--- src/rtl/fir_pack_pkg.sv ---
// Shared types and constants for the FIR TDM output packer.
// FSM encodings, channel tags, default widths and saturation-limit helpers.
package fir_pack_pkg;

  localparam int unsigned DEF_DATA_W     = 24;
  localparam int unsigned DEF_OUT_W      = 16;
  localparam int unsigned DEF_SHIFT      = 8;
  localparam int unsigned DEF_FIFO_DEPTH = 4;

  typedef enum logic [1:0] {
    ST_IDLE = 2'd0,
    ST_CH1  = 2'd1,
    ST_CH2  = 2'd2,
    ST_CH3  = 2'd3
  } state_t;

  localparam logic [1:0] CHAN_NONE = 2'd0;
  localparam logic [1:0] CHAN_1    = 2'd1;
  localparam logic [1:0] CHAN_2    = 2'd2;
  localparam logic [1:0] CHAN_3    = 2'd3;

  // Largest / smallest signed value representable in w bits.
  function automatic int sat_max(input int unsigned w);
    return (2 ** (w - 1)) - 1;
  endfunction

  function automatic int sat_min(input int unsigned w);
    return -(2 ** (w - 1));
  endfunction

endpackage

--- src/rtl/fir_pack_fifo.sv ---
// Synchronous frame FIFO with extra-MSB pointers for full/empty detection.
// Exposes the head entry and a low-slice peek of the entry behind it.
module fir_pack_fifo #(
  parameter int unsigned WIDTH  = 48,
  parameter int unsigned DEPTH  = 4,
  parameter int unsigned PEEK_W = 16
) (
  input  logic                      clk,
  input  logic                      reset,
  input  logic                      wr_en,
  input  logic [WIDTH-1:0]          wr_data,
  input  logic                      rd_en,
  output logic [WIDTH-1:0]          head_c,
  output logic [PEEK_W-1:0]         next_head_c,
  output logic                      full_c,
  output logic                      empty_c,
  output logic [$clog2(DEPTH):0]    count_c
);

  localparam int unsigned AW = $clog2(DEPTH);

  logic [WIDTH-1:0] mem [DEPTH];
  logic [AW:0]      wr_ptr;
  logic [AW:0]      rd_ptr;
  logic [AW-1:0]    rd_idx_next;
  logic             do_wr;
  logic             do_rd;

  assign do_wr       = wr_en && !full_c;
  assign do_rd       = rd_en && !empty_c;
  assign rd_idx_next = rd_ptr[AW-1:0] + AW'(1);

  assign count_c     = wr_ptr - rd_ptr;
  assign empty_c     = (wr_ptr == rd_ptr);
  assign full_c      = (wr_ptr[AW] != rd_ptr[AW]) && (wr_ptr[AW-1:0] == rd_ptr[AW-1:0]);
  assign head_c      = mem[rd_ptr[AW-1:0]];
  assign next_head_c = mem[rd_idx_next][PEEK_W-1:0];

  always_ff @(posedge clk) begin
    if (do_wr) mem[wr_ptr[AW-1:0]] <= wr_data;
  end

  always_ff @(posedge clk or negedge reset) begin
    if (!reset) begin
      wr_ptr <= '0;
      rd_ptr <= '0;
    end else begin
      if (do_wr) wr_ptr <= wr_ptr + (AW+1)'(1);
      if (do_rd) rd_ptr <= rd_ptr + (AW+1)'(1);
    end
  end

endmodule

--- src/rtl/fir_tdm_output_packer.sv ---
// Scales/saturates 3-channel FIR frames, buffers them and streams them as ch1,ch2,ch3 beats.
// Optional FIR_PACK_DROP_CNT_EN adds a saturating count of frames dropped on a full FIFO.
module fir_tdm_output_packer
  import fir_pack_pkg::*;
#(
  parameter int unsigned DATA_W     = DEF_DATA_W,
  parameter int unsigned OUT_W      = DEF_OUT_W,
  parameter int unsigned SHIFT      = DEF_SHIFT,
  parameter int unsigned FIFO_DEPTH = DEF_FIFO_DEPTH
) (
  input  logic              clk,
  input  logic              reset,
  input  logic              in_valid,
  input  logic [DATA_W-1:0] in_data1,
  input  logic [DATA_W-1:0] in_data2,
  input  logic [DATA_W-1:0] in_data3,
  output logic              in_ready,
  output logic              out_valid,
  input  logic              out_ready,
  output logic [OUT_W-1:0]  out_data,
  output logic [1:0]        out_chan,
  output logic              out_last,
  output logic              sat_sticky
`ifdef FIR_PACK_DROP_CNT_EN
  ,
  output logic [15:0]       drop_cnt
`endif
);

  localparam int unsigned FRAME_W = 3 * OUT_W;
  localparam int unsigned CNT_W   = $clog2(FIFO_DEPTH) + 1;
  localparam logic signed [DATA_W:0] SAT_HI = (DATA_W+1)'(sat_max(OUT_W));
  localparam logic signed [DATA_W:0] SAT_LO = (DATA_W+1)'(sat_min(OUT_W));
  localparam logic signed [DATA_W:0] ROUND  = (DATA_W+1)'(2 ** (SHIFT - 1));

  // Returns {clamped, sample}: round-half-up shift, then clamp to OUT_W.
  function automatic logic [OUT_W:0] scale_sat(input logic [DATA_W-1:0] x);
    logic signed [DATA_W:0] y;
    y = ($signed({x[DATA_W-1], x}) + ROUND) >>> SHIFT;
    if (y > SAT_HI)      scale_sat = {1'b1, SAT_HI[OUT_W-1:0]};
    else if (y < SAT_LO) scale_sat = {1'b1, SAT_LO[OUT_W-1:0]};
    else                 scale_sat = {1'b0, y[OUT_W-1:0]};
  endfunction

  logic [OUT_W:0]     s1, s2, s3;
  logic [FRAME_W-1:0] frame;
  logic               any_clamp;
  logic               wr_fire;
  logic               pop;
  logic [FRAME_W-1:0] head;
  logic [OUT_W-1:0]   next_ch1;
  logic               full;
  logic               empty;
  logic [CNT_W-1:0]   fifo_count;
  logic [CNT_W-1:0]   count_next;

  state_t             state_q, state_d;
  logic               valid_d;
  logic [OUT_W-1:0]   data_d;
  logic [1:0]         chan_d;
  logic               last_d;

  always_comb begin
    s1        = scale_sat(in_data1);
    s2        = scale_sat(in_data2);
    s3        = scale_sat(in_data3);
    frame     = {s3[OUT_W-1:0], s2[OUT_W-1:0], s1[OUT_W-1:0]};
    any_clamp = s1[OUT_W] | s2[OUT_W] | s3[OUT_W];
  end

  assign wr_fire    = in_valid && !full;
  assign count_next = fifo_count + CNT_W'(wr_fire) - CNT_W'(pop);

  fir_pack_fifo #(
    .WIDTH  (FRAME_W),
    .DEPTH  (FIFO_DEPTH),
    .PEEK_W (OUT_W)
  ) u_fifo (
    .clk         (clk),
    .reset       (reset),
    .wr_en       (in_valid),
    .wr_data     (frame),
    .rd_en       (pop),
    .head_c      (head),
    .next_head_c (next_ch1),
    .full_c      (full),
    .empty_c     (empty),
    .count_c     (fifo_count)
  );

  // Next-state and next-output logic; outputs are loaded on the transition into each state.
  always_comb begin
    state_d = state_q;
    valid_d = out_valid;
    data_d  = out_data;
    chan_d  = out_chan;
    last_d  = out_last;
    pop     = 1'b0;
    case (state_q)
      ST_IDLE: begin
        if (!empty) begin
          state_d = ST_CH1;
          valid_d = 1'b1;
          data_d  = head[OUT_W-1:0];
          chan_d  = CHAN_1;
          last_d  = 1'b0;
        end
      end
      ST_CH1: begin
        if (out_ready) begin
          state_d = ST_CH2;
          data_d  = head[2*OUT_W-1:OUT_W];
          chan_d  = CHAN_2;
        end
      end
      ST_CH2: begin
        if (out_ready) begin
          state_d = ST_CH3;
          data_d  = head[3*OUT_W-1:2*OUT_W];
          chan_d  = CHAN_3;
          last_d  = 1'b1;
        end
      end
      ST_CH3: begin
        if (out_ready) begin
          pop = 1'b1;
          if (fifo_count > CNT_W'(1)) begin
            state_d = ST_CH1;
            data_d  = next_ch1;
            chan_d  = CHAN_1;
            last_d  = 1'b0;
          end else begin
            state_d = ST_IDLE;
            valid_d = 1'b0;
            data_d  = '0;
            chan_d  = CHAN_NONE;
            last_d  = 1'b0;
          end
        end
      end
      default: state_d = ST_IDLE;
    endcase
  end

  always_ff @(posedge clk or negedge reset) begin
    if (!reset) begin
      state_q   <= ST_IDLE;
      out_valid <= 1'b0;
      out_data  <= '0;
      out_chan  <= CHAN_NONE;
      out_last  <= 1'b0;
    end else begin
      state_q   <= state_d;
      out_valid <= valid_d;
      out_data  <= data_d;
      out_chan  <= chan_d;
      out_last  <= last_d;
    end
  end

  // in_ready reflects occupancy after this edge, so it is low in reset and high one clock after release.
  always_ff @(posedge clk or negedge reset) begin
    if (!reset) begin
      in_ready   <= 1'b0;
      sat_sticky <= 1'b0;
    end else begin
      in_ready <= (count_next != CNT_W'(FIFO_DEPTH));
      if (wr_fire && any_clamp) sat_sticky <= 1'b1;
    end
  end

`ifdef FIR_PACK_DROP_CNT_EN
  always_ff @(posedge clk or negedge reset) begin
    if (!reset) begin
      drop_cnt <= '0;
    end else if (in_valid && full && (drop_cnt != 16'hFFFF)) begin
      drop_cnt <= drop_cnt + 16'd1;
    end
  end
`endif

endmodule
--- config.mk ---
export PLATFORM = sky130hd
export DESIGN_NAME = fir_tdm_output_packer
export DESIGN_NICKNAME = d
export VERILOG_FILES = /design/src/rtl/fir_pack_pkg.sv /design/src/rtl/fir_pack_fifo.sv /design/src/rtl/fir_tdm_output_packer.sv
export SDC_FILE = /design/constraint.sdc
export NUM_CORES = 1
export LEC_CHECK = 0
export CAP_MARGIN = 20
export CORE_MARGIN = 5
export CORE_UTILIZATION = 50
export CTS_BUF_LIST = sky130_fd_sc_hd__clkbuf_2 sky130_fd_sc_hd__clkbuf_4 sky130_fd_sc_hd__clkbuf_8
export DETAILED_ROUTE_END_ITERATION = 12
export DONT_BUFFER_PORTS = 1
export GPL_TIMING_DRIVEN = 1
export PLACE_DENSITY = 0.76
export SLEW_MARGIN = 20
export SYNTH_ARGS = -nofsm -noshare
export SYNTH_HDL_FRONTEND = slang
export SYNTH_SLANG_ARGS = --single-unit
--- constraint.sdc ---
create_clock -name clk -period 3.4 [get_ports clk]
set_input_delay 0.34 -clock clk [delete_from_list [all_inputs] [get_ports clk]]
set_output_delay 0.34 -clock clk [all_outputs]
set_load 0.01 [all_outputs]
Word-level counts from Yosys, hierarchy flattened
Memory sizes are Yosys's and may differ from the RTL's.
Index checks and enable logic that the tools add are counted.
{"block": "classes", "addsub": 9, "n_mul": 0, "div_mod_pow": 0, "mux": 30, "n_reduce_logical": 12, "bitwise": 2, "n_eq_ne": 12, "order_cmp": 7, "shift": 0}
{"cell": "two-way mux 17 bit", "count": 6}
{"cell": "two-way mux 16 bit", "count": 5}
{"cell": "adder 24 x 9 -> 25 bit (second input constant)", "count": 3}
{"cell": "case mux 16 bit (4 select lines)", "count": 1}
{"cell": "greater-than comparator 17 x 16 -> 1 bit (second input constant)", "count": 3}
{"cell": "< comparator 17 x 16 -> 1 bit (second input constant)", "count": 3}
{"cell": "AND reduction 4 bit", "count": 3}
{"cell": "two-way mux 1 bit", "count": 11}
{"cell": "inequality test 2 bit (second input constant)", "count": 5}
{"cell": "two-way mux 2 bit", "count": 4}
{"cell": "case mux 2 bit (4 select lines)", "count": 1}
{"cell": "adder 3 x 1 -> 3 bit (second input constant)", "count": 2}
{"cell": "== test 2 bit (second input constant)", "count": 2}
{"cell": "logical AND 1 bit", "count": 4}
{"cell": "adder 3 x 1 -> 3 bit", "count": 1}
{"cell": "== test 3 bit", "count": 1}
{"cell": "greater-than comparator 3 x 1 -> 1 bit (second input constant)", "count": 1}
{"cell": "inequality test 3 bit (second input constant)", "count": 1}
{"cell": "case mux 1 bit (3 select lines)", "count": 1}
{"cell": "nonzero test 3 bit", "count": 1}
{"cell": "subtractor 3 x 1 -> 3 bit", "count": 1}
{"cell": "subtractor 3 bit", "count": 1}
{"cell": "adder 2 x 1 -> 2 bit (second input constant)", "count": 1}
{"cell": "== test 2 x 1 -> 1 bit (second input constant)", "count": 1}
{"cell": "7 further kinds", "count": 9}
{"block": "word_totals", "out_inout_bits": 22, "word_cells": 81, "latchBits": 0, "rom_bits": 0, "register_bits": 28, "inputBits": 76, "ram_bits": 192, "n_memories": 1}
{"name": "u_fifo.mem", "words": 4, "width": 48, "rd": 2, "rd_ports_with_merged_regs": 0, "write_ports": 1, "line": "fir_pack_fifo.sv:22", "text": "logic [WIDTH-1:0] mem [DEPTH];"}

Logic depth before layout (Yosys ltp)
Gate-level depths: netlist (run 1).
{"block": "depth", "depth_word": 7, "ltp_mapped": 14, "mapped_depth_nobuf": 12}

Cells and area by module
From an unflattened synthesis (run 1), not the netlist that was laid out.
{"block": "hier_totals", "cells_unflattened": 698, "hier_area_um2": 10523.8}
{"module": "fir_pack_fifo", "area_per_inst_um2": 7787.5, "instances": 1, "cells_each": 315}
{"module": "fir_tdm_output_packer", "area_per_inst_um2": 2736.4, "instances": 1, "cells_each": 383}

Least setup slack after synthesis (run 1)
No wires, ideal clock.
{"block": "synth_path", "path_type": "flip-flop to flip-flop", "from": "register u_fifo.rd_ptr[1]", "to": "memory u_fifo.mem[2][0], enable pin", "required_ns": 2.990, "setup_slack_ns": -0.047, "stages_incl_launch_ff": 8, "path_buffers": 3, "t_arrival_ns": 3.037, "setup_ns": 0.410, "period_less_slack_ns": 3.447, "path_cell_list": "dfrtp_1 buf_1 buf_2 inv_1 ha_1 a31oi_1 clkbuf_1 and2_1"}
{"block": "synth_via", "elab_chain_cells": 6}
{"element": "start: declaration", "line": "fir_pack_fifo.sv:24", "text": "logic [AW:0] rd_ptr;"}
{"element": "start signal: assignment", "line": "fir_pack_fifo.sv:49", "text": "if (do_rd) rd_ptr <= rd_ptr + (AW+1)'(1);"}
{"element": "== test 2 bit", "line": "fir_pack_fifo.sv:35", "text": "assign full_c = (wr_ptr[AW] != rd_ptr[AW]) && (wr_ptr[AW-1:0] == rd_ptr[AW-1:0]);"}
{"element": "logical AND 1 bit", "line": "fir_pack_fifo.sv:35"}
{"element": "logical NOT 1 bit", "line": "fir_pack_fifo.sv:29", "text": "assign do_wr = wr_en && !full_c;"}
{"element": "logical AND 1 bit", "line": "fir_pack_fifo.sv:29"}
{"element": "two-way mux 1 bit", "line": "fir_pack_fifo.sv:40", "text": "if (do_wr) mem[wr_ptr[AW-1:0]] <= wr_data;"}
{"element": "two-way mux 1 bit (not written as such)", "line": "fir_pack_fifo.sv:40"}
{"element": "end: declaration", "line": "fir_pack_fifo.sv:22"}
Every way passes these cells.

Final worst setup path (run 1)
{"block": "layout_path", "from": "register u_fifo.wr_ptr[0]", "to": "register in_ready"}
{"block": "layout_via", "elab_chain_cells": 7, "elab_cells_between_ends": 8}
{"element": "start: declaration", "line": "fir_pack_fifo.sv:23", "text": "logic [AW:0] wr_ptr;"}
{"element": "start signal: assignment", "line": "fir_pack_fifo.sv:48", "text": "if (do_wr) wr_ptr <= wr_ptr + (AW+1)'(1);"}
{"element": "parallel branches: the longest is 4 deep, another holds subtractor 3 bit"}
{"element": "adder 3 x 1 -> 3 bit (*)", "line": "fir_tdm_output_packer.sv:72", "text": "assign count_next = fifo_count + CNT_W'(wr_fire) - CNT_W'(pop);"}
{"element": "subtractor 3 x 1 -> 3 bit (*)", "line": "fir_tdm_output_packer.sv:72"}
{"element": "inequality test 3 bit (*)", "line": "fir_tdm_output_packer.sv:167", "text": "in_ready <= (count_next != CNT_W'(FIFO_DEPTH));"}
{"element": "end signal: assignment", "line": "fir_tdm_output_packer.sv:167"}
{"element": "end: declaration", "line": "fir_tdm_output_packer.sv:17", "text": "output logic in_ready,"}
Every way passes the cells marked *.
A chain may end at the register's enable or synchronous reset.

==> results of run 1 <==
-- cell type report --
type	instances	area share (%)
repair buffers	19	1.79
inverters	23	0.754
clock inverters	6	0.230
clock buffers	56	5.81
well taps	270	2.95
multi-input cells	412	31.9
flip-flops and latches	220	56.5
-- final timing paths --
| check | endpoint | cells after the start |
|---|---|---|
| max | in_ready$_DFF_PN0_ | 11 |
| min | out_valid$_DFFE_PN0P_ | 3 |
| max reg2reg | in_ready$_DFF_PN0_ | 11 |
| min reg2reg | u_fifo.wr_ptr[2]$_DFFE_PN0P_ | 1 |
| max in group asynchronous | u_fifo.rd_ptr[1]$_DFFE_PN0P_ | 2 |
| min in group asynchronous | out_data[0]$_DFFE_PN0P_ | 2 |
-- metal layers --
layer | share of wire [%] | vias to the layer above | routed length (um) | global-route usage (%)
li1 | - | 2713 | - | -
met1 | 39 | 3178 | 8670 | 24.5
met5 | 0 | - | 0 | 0
met3 | 7.7 | 43 | 1730 | 5.28
met4 | 2.5 | 0 | 568 | 6.48
met2 | 51 | 234 | 11400 | 31.6
-- cell usage after synthesis (19+ instances only) --
cell,instances
a21oi_1,25
a31oi_1,20
dfrtp_1,28
edfxtp_1,192
ha_1,19
inv_1,22
mux4_2,64
nand2_1,67
nor2_1,46
o21ai_0,28
xnor2_1,22
xor2_1,25
-- kinds of logic (layout without fill, tap and decap cells) --
group,Yosys count,after routing,synth area share [%]
compound gates,101,101,6.39
fa+ha+maj,21,21,2.68
buf+inv,57,104,2.46
simple gates,176,176,7.79
mux,66,66,14.1
xor+xnor,48,48,4.13
flops,220,220,62.4
-- flip-flops by register name, indices dropped and copies added, names as in the netlist --
register       flops
sat_sticky         1
state_q            2
out_valid          1
u_fifo.rd_ptr      3
u_fifo.wr_ptr      3
in_ready           1
u_fifo.mem       192
out_data          16
out_last           1
-- power breakdown --
group	switching (uW)	internal [uW]	total, uW
Clock	959	1230	2190
Combinational	2220	1750	3960
Sequential	375	3720	4100
Total	3550	6700	10300
-- per-stage QoR --
step / setup WS [ps] / power, uW / utilization, %
2_1_floorplan: 207 / 7040 / -
3_3_place_gp: 725 / 7930 / 52.7
3_5_place_dp: 597 / 8100 / 52.7
4_1_cts: 597 / 10300 / 56.3
5_1_grt: 445 / 10900 / 56.4
6_report: 657 / 10300 / 56.4
-- tightest hold or removal path: stages --
cell	delay, ps
o31ai_1	40
o21ai_1	50
o21ai_0	60
==> flow_summary.toml, run 1 <==
[finish]
nets = 808
synthToLayoutAreaGrowth_pct = 10.5
fillers = 1551
mostFrequentLayoutCells = "192 x edfxtp_1, 67 x nand2_1, 64 x mux4_2, 46 x nor2_1, 39 x clkbuf_8"
final_cell_area_sq_um = 11400
final_cells = 1006
drive_above_1_share_pct = 21.6
diodes = 0
multi_input_area_sq_um = 3650
seqCellArea_sq_um = 6470
layout_commonest_cell = "edfxtp_1"

[critical_path]
cp-start-kind = "flop"
crit_buf_inv = 4
cp_max_fo = 6
crit_required_ps = 3800
cpMostUsedCell = "inv_1"
cpPeakStageDelay_ps = 520
worstReg2RegStart = "u_fifo.wr_ptr[0]$_DFFE_PN0P_"
arrival_ps = 3140
worst_setup_path_end_kind = "flop"
r2r_slack_ps = 660
startpoint = "u_fifo.wr_ptr[0]$_DFFE_PN0P_"
path_cells = "inv_1, ha_1, a31oi_1, inv_1, ha_1, inv_1, ha_1, inv_1, fa_1, xor2_1, nand3b_1"
cp_top_family = "adder cells"
slowest_stage = "a31oi_1"
worstSetupPathType = "reg -> reg"

[global_routing]
grt_max_degree = 50
grt_pass1_vias = 6418
grt_pass1_wl_mm = 35.5
grt_util_all_layers_pct = 19.1
gr-total-overflow = 0
antenna_found_initial = 0

[sta]
worst_hold_slack_ps = 25.7
period_share_pct = 80.7
relSlewSlack_pct = 50.6
tns_ps = 0
hold_viol = 0
slew_viol_final = 0
fmax_mhz = 365
min_period_ps = 2740
skew_ps = 12.8
worst_pin_slew_ps = 742
finalSetupViolations = 0
rsz0062_at_grt = "no"

[floorplan]
io_pins = 98
die_area_sq_um = 23700
fp.coreArea_sq_um = 20300
initial_core_util_pct = 51.0
rows = 52
die_w_um = 154
die_h_um = 154

[detailed_routing]
drc = 0
routed_via_density = 6.13
drtPass1Iterations = 5
drtIter0Drc = 471
routed_wl_mm = 22.4
postRouteAntennaNets = 0
dr_total_vias = 6168
wl_per_cell_um = 22.2

[power_and_ir_drop]
p_per_area_nw_per_um2 = 896
ir_drop_v = 0.000546
leakage_uw = 0.00386

[cts]
clkTransAtPathRegs_ps = 60
cts_resized = 0
clock_latency_ps = 510
cts_hold_buf = 3
clock-sinks = 220
cts_made_buffers = 35
cts_tree = "built"
cts_buffer_depth = 3
post_cts_buffers = 0
cts-root-buf = "clkbuf_8"
h-tree-depth = 2

[min_path]
hp-start = "out_ready"
holdCritPathClass = "in -> reg"

[synth]
netlist_area_sq_um = 10400
syn-num-nets = 786
synthCells = 689
synth-seq-area-share_pct = 62.4
synth_top_area_share_pct = 55.7
synth.distinct_cells = 49
ys_ff_latch = 220
synth_top_cell_by_area = "edfxtp_1"
avgSynthCellArea_sq_um = 15.0
synth_top_cells_by_area = "edfxtp_1 56%, mux4_2 14%, dfrtp_1 6.8%, nand2_1 2.4%, ha_1 2.3%"
synth_flop_cell = "edfxtp_1"
yosys_warnings = 0
synth-edff-count = 192
synth_async_sr_flop_share_pct = 12.7

[placed_design]
hpwl_mm = 14.8
post_dp_cell_area_sq_um = 10700
io_buffers = 0
gp_congestion = 0.885
dp.cells = 940

[run_status]
outcome = "finished clean"

[job]
cap_violations = 0
No activity file was read; power rests on OpenSTA's default activity.
==> inputs of run 2 (changes only) <==
==> constraint.sdc (replaced) <==
create_clock -name clk -period 2.4 [get_ports clk]
set_input_delay 0.24 -clock clk [delete_from_list [all_inputs] [get_ports clk]]
set_output_delay 0.24 -clock clk [all_outputs]
set_load 0.01 [all_outputs]
==> run 2 against run 1 <==
Net effect: power is 54% higher; clock power grew 49%; combinational power is 68% higher; worst setup slack got worse by 660 ps; clock skew increased by 23 ps; critical path depth grew 3; core utilization grew 2.2 points; worst hold slack lost 4.1 ps; critical path type unchanged; critical endpoint is now out_data[9]$_DFFE_PN0P_; highest routed layer unchanged.
==> flow_summary.toml, run 2 (same netlist as run 1, synthesis figures left out) <==
[global_routing]
use_met1_pct = 24.7
use_met2_pct = 32.9
grt_util_all_layers_pct = 19.7
grt_pass1_vias = 6623
grt_use_met3_pct = 5.59
grt_pass1_wl_mm = 36.3
busiest_layer = "met2"
gr-total-overflow = 0
grt_max_degree = 66
antenna_found_initial = 0

[placed_design]
io_buffers = 0
gp_congestion = 0.883
hpwl_mm = 15.2
pre_cts_slack_ps = 2.45

[cts]
clkTransAtPathRegs_ps = 70
cts_tree = "built"
cts_made_buffers = 37
clock_latency_ps = 530
cts-root-buf = "clkbuf_8"
clock-sinks = 220
h-tree-depth = 2
cts_buffer_depth = 3

[detailed_routing]
wl_per_cell_um = 22.4
drtPass1Iterations = 5
dr_total_vias = 6278
routed_wl_mm = 23.2
drtIter0Drc = 470
drc = 0
postRouteAntennaNets = 0
routed_via_density = 6.08

[finish]
synthToLayoutAreaGrowth_pct = 14.8
diodes = 0
mostFrequentLayoutCells = "192 x edfxtp_1, 67 x nand2_1, 64 x mux4_2, 46 x nor2_1, 41 x clkbuf_8"
layout_commonest_cell = "edfxtp_1"
largest_reg_flops = 192
nets = 832
drive_above_1_share_pct = 26.9

[sta]
min_period_ps = 2400
worst_slack_ps = 0.122
finalSetupViolations = 0
period_share_pct = 100
worst_pin_slew_ps = 732
fmax_mhz = 417
hold_viol = 0
skew_ps = 35.5
relSlewSlack_pct = 51.2
rsz0062_at_grt = "yes"
slew_viol_final = 0

[power_and_ir_drop]
total_power_uw = 15700
leakage_uw = 0.00401
ir_drop_v = 0.000681
p_per_area_nw_per_um2 = 1320

[critical_path]
cp_max_fo = 8
cp-start-kind = "flop"
crit_required_ps = 2800
arrival_ps = 2800
worst_setup_path_end_kind = "flop"
worstSetupPathType = "reg -> reg"

[min_path]
holdCritPathClass = "in -> reg"

[floorplan]
die_area_sq_um = 23700
die_h_um = 154
fp.coreArea_sq_um = 20300
die_w_um = 154
rows = 52
initial_core_util_pct = 51.0
io_pins = 98

[run_status]
outcome = "finished clean"

[job]
cap_violations = 0
==> run 2: cell count changes in the layout (fill, tap and decap cells not counted), moves of 3 or more <==
| cell | before | now |
|---|---|---|
| buf_4 | 12 | 23 |
| inv_1 | 22 | 13 |
| clkbuf_4 | 17 | 9 |
| inv_2 | 1 | 9 |
| a22oi_1 | 7 | 0 |
| a22oi_2 | 9 | 16 |
| ha_1 | 19 | 13 |
| buf_12 | 4 | 9 |
| dlygate4sd3_1 | 2 | 7 |
| ha_4 | 0 | 5 |
| clkinv_1 | 3 | 7 |
| clkinv_2 | 3 | 6 |
==> run 2: worst paths after layout <==
check / startpoint / end / slack, ps / cells past startpoint
worst max-delay path: u_fifo.wr_ptr[0]$_DFFE_PN0P_ / out_data[9]$_DFFE_PN0P_ / 0.1 / 14
worst min-delay path: in_data3[15] / u_fifo.mem[2][39]$_DFFE_PP_ / 20 / 2
worst max register to register: u_fifo.wr_ptr[0]$_DFFE_PN0P_ / out_data[9]$_DFFE_PN0P_ / 0.1 / 14
worst min register to register: u_fifo.rd_ptr[2]$_DFFE_PN0P_ / u_fifo.rd_ptr[2]$_DFFE_PN0P_ / 530 / 1
max in group asynchronous: reset / out_data[8]$_DFFE_PN0P_ / 2050 / 2
min in group asynchronous: reset / out_valid$_DFFE_PN0P_ / 150 / 2
==> run 2: per-stage QoR <==
step | utilization, % | hold WS, ps | setup TNS [ps] | std cells | instance area [sq um]
6_report | 58.6 | 21.6 | 0 | 1033 | 11900
5_1_grt | 58.6 | 19.8 | -1480 | 1033 | 11900
4_1_cts | 58.3 | 2.78 | -20.5 | 1032 | 11800
3_5_place_dp | 53.8 | -54.8 | 0 | 954 | 10900
3_3_place_gp | 53.8 | -54.8 | 0 | 954 | 10900
2_1_floorplan | - | -55.6 | -1.36 | 689 | 10400
==> run 2: metal layers <==
metal / part of all wire [%] / wire length (um) / up-vias
met4: 3.1 / 722 / 0
met2: 50 / 11600 / 266
met3: 8.9 / 2060 / 56
met5: 0 / 0 / -
li1: - / - / 2756
met1: 38 / 8810 / 3200
==> run 2: final cells by class <==
cell class	instances	area (sq um)
Tap cell	270	338
Clock buffer	50	632
Clock inverter	17	110
Sequential cell	220	6470
Fill cell	1527	8410
Inverter	23	91.3
Multi-Input combinational cell	412	3790
Timing Repair Buffer	41	462
==> run 2: where the power goes <==
| part | switching [uW] | total (uW) | internal (uW) | leakage, uW |
|---|---|---|---|---|
| sequential | 554 | 5820 | 5270 | 0.00209 |
| combinational | 3510 | 6650 | 3140 | 0.00153 |
| clock | 1450 | 3270 | 1830 | 0.000389 |
==> run 2: repair_timing <==
item / CTS / global route
hold endpoints to repair: 48 / 0
buffers inserted: 2 / 2
pin swaps: 0 / 13
hold buffers: 8 / 0
setup endpoints to repair: 6 / 18
gates resized for setup: 9 / 15
cloned: 1 / 0
==> run 2: critical path, cell delays in order (launching register included) <==
cell and delay [ps]:
dfrtp_1 390, inv_2 80, ha_4 120, inv_2 40
fa_2 400, xnor2_2 210, inv_2 80, ha_4 160
inv_2 50, o21ai_2 50, o311a_4 140, buf_12 140
buf_16 140, a22oi_2 170, a31oi_1 100
==> variant 1: new RTL, config.mk and constraints of run 2 <==
The 4 states of `state_t` get a one-hot encoding in 4 bits.
--- a/src/rtl/fir_pack_pkg.sv
+++ b/src/rtl/fir_pack_pkg.sv
@@ -9,7 +9,7 @@
 
-  typedef enum logic [1:0] {
-    ST_IDLE = 2'd0,
-    ST_CH1  = 2'd1,
-    ST_CH2  = 2'd2,
-    ST_CH3  = 2'd3
+  typedef enum logic [3:0] {
+    ST_IDLE = 4'b0001,
+    ST_CH1  = 4'b0010,
+    ST_CH2  = 4'b0100,
+    ST_CH3  = 4'b1000
   } state_t;
Formal check against the unedited RTL: no difference found for any inputs over 4 cycles, from zero or initial values and one cycle with reset low; so few cycles prove little.
==> variant 1 against run 2 <==
- the flow now finishes with violations (negative setup slack)
- worst hold slack improved by 0.0014 ns
- area after synthesis grew 1.4%
- die area rose by 1.3%
- sequential power fell by 2%
- routed wire length decreased by 0.33%
- sequential cell count rose by 4
- cell area rose by 1.2%
- count of clock-buffer cells in the layout increased by 2
- utilization is 0.77 points lower
- power is 17% lower
- worst setup slack got worse by 0.039 ns
- critical endpoint is now out_data[12]
- largest power group is now registers
==> variant 1: results <==
{
  "grt_pass1_wl_mm": 36.11,
  "r2r_setup_slack_ns": -0.04,
  "synth_area_leaders": "edfxtp_1 (55%), mux4_2 (14%), dfrtp_1 (7.4%)",
  "clock-skew-final_ns": 0.01563,
  "synth_common_cells": "edfxtp_1 (192), mux4_2 (64), nand2_1 (58)",
  "wl_met1_mm": 8.737,
  "track_usage": 0.1939,
  "cts-buffers-inserted": 36,
  "firstDrtPassIters": 4,
  "met2_length_mm": 11.99,
  "viasPerCell": 6.111,
  "violations": "negative setup slack",
  "wl_per_cell_microns": 22.63,
  "synth_nets": 762,
  "fill_cells": 1558,
  "gp_congestion": 0.8525,
  "finalNetCount": 810,
  "outcome": "finished with violations",
  "grt_max_degree": 50,
  "rr_worst_depth": 13,
  "yosysSeqAreaShare": 0.6253,
  "slew_headroom": 0.5180,
  "setup_violations": 7,
  "fin_ws_ns": -0.03910,
  "crit_arrival_ns": 2.88,
  "final_layout_size_suffix_gt1_frac": 0.2909,
  "r2r-end": "out_data[12]",
  "hold_path_end": "u_fifo.mem[0][29]",
  "critPathCapture": "out_data[12]",
  "tns_ns": -0.08402,
  "drt_iter0_markers": 468,
  "grt_pass1_vias": 6474
}
[variant 1: timing repair]
item                       CTS  global route
setup buffers                6             4
setup endpoints to repair   17            18
gates cloned                 2             0
resized for setup           11            21
pin swaps                    8            20
hold endpoints to repair    54             0
hold buffers                 8             0
[variant 1: power breakdown]
group	internal, uW	switching (uW)	total (uW)	leakage (uW)
Combinational	1950	2180	4130	0.00139
Clock	1850	1440	3290	0.000386
Sequential	5210	508	5720	0.00213
Total	9020	4130	13100	0.00391
[variant 1: final cells by class]
cell class	instances	area [sq um]	area share
clock buffers	52	646.9	0.05374
inverters	20	82.58	0.006860
clock inverters	14	93.84	0.007795
flip-flops and latches	224	6573	0.5460
repair buffers	44	462.9	0.03846
well taps	275	344.1	0.02858
multi-input cells	392	3835	0.3186
[variant 1: stage by stage]
step | instances | setup WS, ns
2_1_floorplan | 670 | -0.05884
3_3_place_gp | 939 | 0.08041
3_5_place_dp | 939 | -0.04402
4_1_cts | 1021 | 0.009890
5_1_grt | 1021 | -0.1032
6_report | 1021 | -0.03910
[variant 1: critical path: stages (launching register included)]
cell and delay, ns:
dfrtp_1 0.40, inv_2 0.09, ha_4 0.13, inv_2 0.03, fa_2 0.37, xnor3_1 0.22
inv_2 0.11, ha_4 0.14, nor2b_4 0.14, o32ai_4 0.09, nor2_4 0.21, buf_8 0.19
nand2_4 0.06, a31oi_4 0.17
[variant 1: logic make-up after synthesis]
| kind of cell | share of synthesized area |
|---|---|
| flops | 0.6253 |
| simple gates | 0.08029 |
| compound gates | 0.06528 |
| mux | 0.1392 |
| buf+inv | 0.02656 |
| xor+xnor | 0.04288 |
| fa+ha+maj | 0.02049 |
[variant 1: routing by layer]
metal,track usage,vias to the layer above
li1,-,2744
met1,0.2438,3184
met2,0.3293,266
met3,0.04868,45
met4,0.06812,0
met5,0,-
==> variant 2: new RTL, config.mk and constraints of run 2 <==
Made on the original files. `DEF_FIFO_DEPTH`: 4 -> 2.
--- a/src/rtl/fir_pack_pkg.sv
+++ b/src/rtl/fir_pack_pkg.sv
@@ -7,3 +7,3 @@
   localparam int unsigned DEF_SHIFT      = 8;
-  localparam int unsigned DEF_FIFO_DEPTH = 4;
+  localparam int unsigned DEF_FIFO_DEPTH = 2;
 
Function: changed (Yosys sat finds a counterexample within 4 cycles, from zero or initial values and one cycle with reset low).
==> variant 2 against run 2 <==
- worst setup slack gained 0.17 ns
- critical path type unchanged
- power down 40%
- cell area fell by 39%
- combinational power is 42% lower
- sequential cell count fell by 98
- routed wire length fell by 34%
- highest routed layer unchanged
- first-iteration DRC count is 0.21% higher
- global-route usage grew 0.55 points
- area after synthesis fell by 38%
- sequential power fell by 40%
- via count fell by 26%
==> variant 2: results <==
{
  "fill_cells": 1049,
  "postCtsSetupBuffers": 0,
  "drt_iter0_markers": 471,
  "synth-compound-area-share": 0.1594,
  "use_met3": 0.05495,
  "synth_nets": 639,
  "slew_headroom": 0.4921,
  "dp_cells": 712,
  "htreeDepth": 4,
  "p_leak_uw": 0.002560,
  "viasPerCell": 6.191,
  "ff_latch_area_sq_um": 3533,
  "cts-resized-gates": 1,
  "grt_use_met1": 0.2590,
  "final_layout_size_suffix_gt1_frac": 0.1510,
  "synth-async-reset-ratio": 0.2131,
  "clock_buffer_count": 20,
  "fin_cells": 748,
  "ys_types": 53,
  "clock-sinks": 122,
  "synth-adder-area-share": 0.02133,
  "yosysSeqAreaShare": 0.5476,
  "fin_area_sq_um": 7203,
  "outcome": "finished, final reports clean",
  "multi_input_area_sq_um": 2761,
  "switching_power_uw": 3526,
  "ir_drop_mv": 0.5678,
  "dpl_cell_area_sq_um": 6685,
  "dp_slack_ns": -0.002641,
  "crit_slowest_cell": "dfrtp_1",
  "rows": 41,
  "synth_xor_area_frac": 0.06496,
  "path_max_fanout": 4,
  "inverters_excl_clock": 13,
  "final-nonclk-buf-share": 0.02640,
  "crit_arrival_ns": 2.55,
  "clk_share": 0.06305,
  "clock-skew-final_ns": 0.01498,
  "power_density_nw_per_um2": 1309,
  "comb-power_uw": 3880,
  "synth.area.mux_share": 0.04014,
  "synth_area_leaders": "edfxtp_1 (45%), dfrtp_1 (10%), nand2_1 (4.7%)",
  "grt_max_degree": 50,
  "synth_common_cells": "edfxtp_1 (96), nand2_1 (81), dfrtp_1 (26)",
  "clk_path_buf_depth": 2,
  "clock_latency_ns": 0.43,
  "post-dp-hpwl_mm": 10.69,
  "track_usage": 0.2022,
  "largest_register_ffs": 96
}
==> variant 2: changes by cell type after synthesis, moves of 10 or more <==
cell      before  now
edfxtp_1     192   96
mux4_2        64    0
nor2_1        46   13
o21ai_0       28    7
mux2i_1        1   20
a221o_1        0   17
o221ai_1       0   16
nand2_1       67   81
o31ai_2        0   13
o21ai_1        1   12
a31oi_1       20   10
==> variant 2: worst paths after layout <==
kind                       cells after the start             start            to  slack, ns
max                                           11  u_fifo.wr_ptr[0]      in_ready       0.17
min                                            2         out_ready      out_last       0.04
max reg2reg                                   11  u_fifo.wr_ptr[0]      in_ready       0.17
min reg2reg                                    2      out_data[13]  out_data[13]       0.55
max in group asynchronous                      2             reset   out_data[2]       1.98
min in group asynchronous                      2             reset      in_ready       0.24
==> variant 2: metal layers <==
layer | vias up | part of all wire | wire [microns]
li1 | 2155 | - | -
met1 | 2287 | 0.42 | 6370
met4 | 0 | 0.013 | 196
met3 | 18 | 0.067 | 1022
met5 | - | 0 | 0
met2 | 171 | 0.50 | 7651
